<file path="config.mk">
export PLATFORM = sky130hd
export DESIGN_NAME = counter_ctrl
export DESIGN_NICKNAME = d
export VERILOG_FILES = /design/src/rtl/counter_ctrl.sv
export SDC_FILE = /design/constraint.sdc
export NUM_CORES = 1
export LEC_CHECK = 0
export BUFFER_PORTS_ARGS = -buffer_cell sky130_fd_sc_hd__buf_2
export CORE_MARGIN = 10
export CORE_UTILIZATION = 40
export CTS_CLUSTER_DIAMETER = 30
export DETAILED_ROUTE_END_ITERATION = 10
export SETUP_SLACK_MARGIN = 0.3
export SLEW_MARGIN = 5
export SYNTH_ARGS = -nofsm -noshare
export SYNTH_HDL_FRONTEND = slang
export SYNTH_SLANG_ARGS = --single-unit
</file>
<file path="constraint.sdc">
create_clock -name clk -period 3.7 [get_ports clk]
set_clock_uncertainty 0.15 [all_clocks]
set_input_delay 1.11 -clock clk [delete_from_list [all_inputs] [get_ports clk]]
set_output_delay 1.11 -clock clk [all_outputs]
set_load 0.01 [all_outputs]
</file>
<file path="src/rtl/counter_ctrl.sv">
// counter_ctrl
//   Sequencer for an external up-counter (clk/en/rst/out). Produces periods of
//   P+1 cycles (counter runs 0..P), repeated R times or free-running (R=0).
//   Emits a wrap strobe per period, a done strobe after the R-th period and an
//   err strobe for rejected starts. Optional arming on sync_in before the run.
//
// Ports
//   clk, rst_n           clock / asynchronous active-low reset
//   start, stop          run request (IDLE only) / abort (any non-IDLE state)
//   sync_in              arm trigger, used only when ARM_ON_SYNC=1
//   period, num_periods  terminal count P and repetitions R, latched on start
//   cnt_val              counter output
//   cnt_en, cnt_rst      counter enable / counter synchronous reset
//   busy, wrap, done, err  status and 1-cycle strobes
//   rep_cnt              periods completed in the current run
module counter_ctrl #(
    parameter int DATA_WIDTH  = 8,
    parameter int REP_WIDTH   = 16,
    parameter int ARM_ON_SYNC = 0
) (
    input  logic                  clk,
    input  logic                  rst_n,
    input  logic                  start,
    input  logic                  stop,
    input  logic                  sync_in,
    input  logic [DATA_WIDTH-1:0] period,
    input  logic [REP_WIDTH-1:0]  num_periods,
    input  logic [DATA_WIDTH-1:0] cnt_val,
    output logic                  cnt_en,
    output logic                  cnt_rst,
    output logic                  busy,
    output logic                  wrap,
    output logic                  done,
    output logic                  err,
    output logic [REP_WIDTH-1:0]  rep_cnt
);

    typedef enum logic [2:0] {IDLE, ARMED, CLEAR, RUN, DONE} state_t;

    state_t                state;
    logic [DATA_WIDTH-1:0] per_q;
    logic [REP_WIDTH-1:0]  reps_q;
    logic [DATA_WIDTH-1:0] per_m1;
    logic                  last_wrap;

    // Outputs are registered, so the decision to wrap is taken one cycle early
    // (counter at P-1); the wrap cycle itself then sees the counter at P.
    assign per_m1    = per_q - DATA_WIDTH'(1);
    // In the wrap cycle rep_cnt already holds the incremented count.
    assign last_wrap = wrap && (reps_q != '0) && (rep_cnt == reps_q);

    always_ff @(posedge clk or negedge rst_n) begin
        if (!rst_n) begin
            state   <= IDLE;
            per_q   <= '0;
            reps_q  <= '0;
            rep_cnt <= '0;
            cnt_en  <= 1'b0;
            cnt_rst <= 1'b1;
            busy    <= 1'b0;
            wrap    <= 1'b0;
            done    <= 1'b0;
            err     <= 1'b0;
        end else begin
            wrap <= 1'b0;
            done <= 1'b0;
            err  <= 1'b0;
            if (start && state != IDLE)
                err <= 1'b1;

            // stop outranks wrap, sync_in and the DONE transition
            if (stop && state != IDLE) begin
                state   <= IDLE;
                cnt_en  <= 1'b0;
                cnt_rst <= 1'b1;
                busy    <= 1'b0;
            end else begin
                case (state)
                    IDLE: begin
                        cnt_en  <= 1'b0;
                        cnt_rst <= 1'b0;
                        if (start) begin
                            if (period == '0) begin
                                err <= 1'b1;
                            end else begin
                                per_q   <= period;
                                reps_q  <= num_periods;
                                rep_cnt <= '0;
                                busy    <= 1'b1;
                                if (ARM_ON_SYNC != 0) begin
                                    state <= ARMED;
                                end else begin
                                    state   <= CLEAR;
                                    cnt_rst <= 1'b1;
                                end
                            end
                        end
                    end
                    ARMED: begin
                        cnt_en <= 1'b0;
                        if (sync_in) begin
                            state   <= CLEAR;
                            cnt_rst <= 1'b1;
                        end
                    end
                    CLEAR: begin
                        state   <= RUN;
                        cnt_rst <= 1'b0;
                        cnt_en  <= 1'b1;
                    end
                    RUN: begin
                        if (last_wrap) begin
                            state   <= DONE;
                            cnt_en  <= 1'b0;
                            cnt_rst <= 1'b0;
                            done    <= 1'b1;
                        end else if (cnt_val == per_m1) begin
                            wrap    <= 1'b1;
                            cnt_rst <= 1'b1;
                            rep_cnt <= rep_cnt + REP_WIDTH'(1);
                        end else begin
                            cnt_rst <= 1'b0;
                        end
                    end
                    DONE: begin
                        state   <= IDLE;
                        busy    <= 1'b0;
                        cnt_en  <= 1'b0;
                        cnt_rst <= 1'b0;
                    end
                    default: begin
                        state   <= IDLE;
                        busy    <= 1'b0;
                        cnt_en  <= 1'b0;
                        cnt_rst <= 1'b1;
                    end
                endcase
            end
        end
    end

endmodule

</file>
==> impl_metrics.env <==
export IMPL_status="complete, no violations"
export IMPL_ctsLongestPathBuffers=2
export IMPL_wire_per_inst_um=15.17
export IMPL_route_detailed_drc=0
export IMPL_synthToLayoutAreaGrowth_pct=14.92
export IMPL_dp_cells=479
export IMPL_coreArea_um2=7176
export IMPL_yosysTopAreaCell="dfrtp_1"
export IMPL_slew_viol_final=0
export IMPL_netlist_area_um2=2935
export IMPL_cts_sinks=49
export IMPL_die_h_um=105.7
export IMPL_ant_nets=0
export IMPL_min_period_over_period_pct=78.28
export IMPL_wl_um=7386
export IMPL_ys_ff_latch=49
export IMPL_grt_pass1_vias=2576
export IMPL_hp_class="flop to flop"
export IMPL_firstDrtPassIters=4
export IMPL_path_buf_inv=1
export IMPL_crit_path_max_incr_delay_ns=0.62
export IMPL_peakVddDrop_uv=213.8
export IMPL_drt_initial_drc_count=128
export IMPL_power_density_nw_per_um2=597.8
export IMPL_grt_pass1_wl_um=12540
export IMPL_h_tree_depth=2
export IMPL_slowest_stage="and2_1"
export IMPL_cts_made_buffers=5
export IMPL_syn_inst=335
export IMPL_max_freq_mhz=345.2
export IMPL_min_period_ns=2.896
export IMPL_root_buffer="clkbuf_8"
export IMPL_num_vias=2542
export IMPL_cts_setup_buffers=0
export IMPL_worst_slew_pin_slew_ns=1.010
export IMPL_track_usage_pct=13.32
export IMPL_cts_tree="built"
export IMPL_yosysUniqueCellTypes=46
export IMPL_min_path_cells=2
export IMPL_power_leakage_nw=1.777
export IMPL_path_depth=7
export IMPL_antenna_found_initial=0
export IMPL_post_cts_resize_count=0
export IMPL_insertion_delay_ns=0.30
export IMPL_finalNetCount=426
export IMPL_overflow=0
export IMPL_max_cap_viol_count=0
export IMPL_clk_pin_slew_ns=0.09
export IMPL_end_kind="flop"
export IMPL_reg2reg_depth=6
export IMPL_yosysTopAreaCellShare_pct=40.92
export IMPL_setup_viol=0
export IMPL_cp_required_ns=3.74
export IMPL_ys_flop_type="dfrtp_1"
export IMPL_die_area_um2=11170
export IMPL_fp_row_count=31
export IMPL_drive_gt1_share_pct=20.88
export IMPL_numPortBuffers=58
export IMPL_cp_arrival_ns=2.94
export IMPL_cp_start_kind="input port"
export IMPL_hold_viol=0
export IMPL_viasPerCell=5.220
export IMPL_synthArstFlopShare_pct=100.0
export IMPL_synth_fp_nets=374
export IMPL_critPathTopFamily="simple AND/OR/NAND/NOR gates"
export IMPL_start_util_pct=40.91
export IMPL_ys_warnings_count=0
export IMPL_relSlewSlack_pct=32.69
export IMPL_worstPathMaxFanout=15
export IMPL_pin_count=59
export IMPL_register_area_um2=1227
export IMPL_rsz0062_at_grt="no"
export IMPL_syn_avg_cell_area_um2=8.762
export IMPL_fin_cells=487
export IMPL_n_antenna_cell=0
export IMPL_fillers=739
export IMPL_multi_input_area_um2=1595
export IMPL_grt_max_degree=50
export IMPL_critPathKind="input port to flop"
export IMPL_die_w_um=105.7
export IMPL_place_congestion=0.8298
export IMPL_synth_edf_count=0
export IMPL_place_hpwl_um=5531
export IMPL_holdBufCountCts=0
export IMPL_setup_tns_ns=0
export IMPL_path_cells="buf_2 > xnor2_1 > a211oi_1 > a311o_1 > and2_1 > nand4_1 > mux2_1"
export IMPL_synth_seq_area_share_pct=41.82
export IMPL_yosys_top_cells_area="dfrtp_1 41%, nand2_1 12%, mux2i_1 5.1%"
[synthesized netlist by cell type (all sizes together), types with 2 or more instances]
| cell | instances |
|---|---|
| nand2 | 95 |
| dfrtp | 48 |
| nand4 | 24 |
| mux2i | 15 |
| nor2 | 15 |
| nand2b | 14 |
| xnor2 | 14 |
| xor2 | 12 |
| clkbuf | 11 |
| nor4 | 10 |
| and3 | 8 |
| nor3 | 8 |
| inv | 7 |
| o21ai | 7 |
| buf | 6 |
| a21oi | 4 |
| and2 | 4 |
| nand3 | 4 |
| or4b | 3 |
| a21boi | 2 |
| and4 | 2 |
| ha | 2 |
| or3 | 2 |
| or4 | 2 |
[path summary, 6_finish.rpt]
| check | startpoint | end | slack [ns] |
|---|---|---|---|
| worst min-delay path | per_q[7] | per_q[7] | 0.37 |
| worst max register to register | per_q[2] | rep_cnt[13] | 0.88 |
| worst max-delay path | cnt_val[7] | rep_cnt[13] | 0.80 |
| min in group asynchronous | rst_n | rep_cnt[11] | 0.65 |
| max in group asynchronous | rst_n | per_q[2] | 2.00 |
| worst min register to register | per_q[7] | per_q[7] | 0.37 |
[logic make-up (layout without fill, tap and decap cells)]
kind of cell               Yosys count  after routing  synth area share (%)
buffers and inverters               24             77                 3.837
AOI/OAI and AO/OA                   22             22                 5.158
and+or+nand+nor                    196            196                 35.08
xor gates and xnor gates            26             26                 7.758
adders and majority gates            2              2                0.8524
DFF                                 49             49                 41.82
muxes                               16             16                 5.499
[metal layers]
layer / track usage, % / vias up / share of wire [%]
met5: 0 / - / 0
met4: 4.642 / 0 / 2.0
met3: 3.228 / 13 / 5.9
met2: 20.85 / 68 / 45
met1: 17.52 / 1202 / 47
li1: - / 1259 / -
[final cells by class]
| class | count | share of cell area [%] |
|---|---|---|
| Timing Repair Buffer | 62 | 9.496 |
| Tap cell | 99 | 3.672 |
| Inverter | 7 | 0.7789 |
| Clock buffer | 8 | 2.374 |
| Sequential cell | 49 | 36.39 |
| Multi-Input combinational cell | 262 | 47.29 |
[worst reg2reg max path, cell delays in order (launching register included)]
cell and delay, ns:
dfrtp_1 0.47, or4_1 0.57, a211oi_1 0.21, a311o_1 0.17, and2_1 0.62, nand4_1 0.18
mux2_1 0.34
[registers in the layout (all words and copies together) (netlist names), 3 cells and up]
signal / flops
rep_cnt: 16
reps_q: 16
per_q: 8
state: 3
[metrics by stage]
step | utilization (%) | area (um2) | hold WS (ns) | power, W | worst slack, ns
finish | 47.01 | 3373 | 0.3655 | 0.002016 | 0.8035
global route | 47.01 | 3373 | 0.4070 | 0.002178 | 0.6800
CTS | 47.01 | 3373 | 0.3662 | 0.002032 | 0.8095
detailed placement | 45.89 | 3293 | 0.3439 | 0.001719 | 0.4796
global placement | 45.89 | 3293 | 0.3359 | 0.001691 | 0.5579
floorplan | - | 2935 | 0.3168 | 0.001513 | 0.9701
[power by group]
group	leakage (nW)	switching, W	internal, W
combinational	1.10	0.000507	0.000329
clock	0.0395	0.000176	0.000135
sequential	0.636	0.000180	0.000689
total	1.78	0.000863	0.00115
[layout by cell type (no fill, tap or decap), types with 5 or more instances in the layout]
cell,instances
dfrtp_1,48
nand4_2,10
nor4_1,10
xor2_1,12
and3_1,8
nor3_1,8
inv_1,7
o21ai_0,7
xnor2_1,14
nor2_1,15
nand2b_1,14
mux2i_1,15
nand4_1,14
nand2_1,95
buf_2,58
clkbuf_8,5
Note: power is estimated with default switching activity, not from simulation.
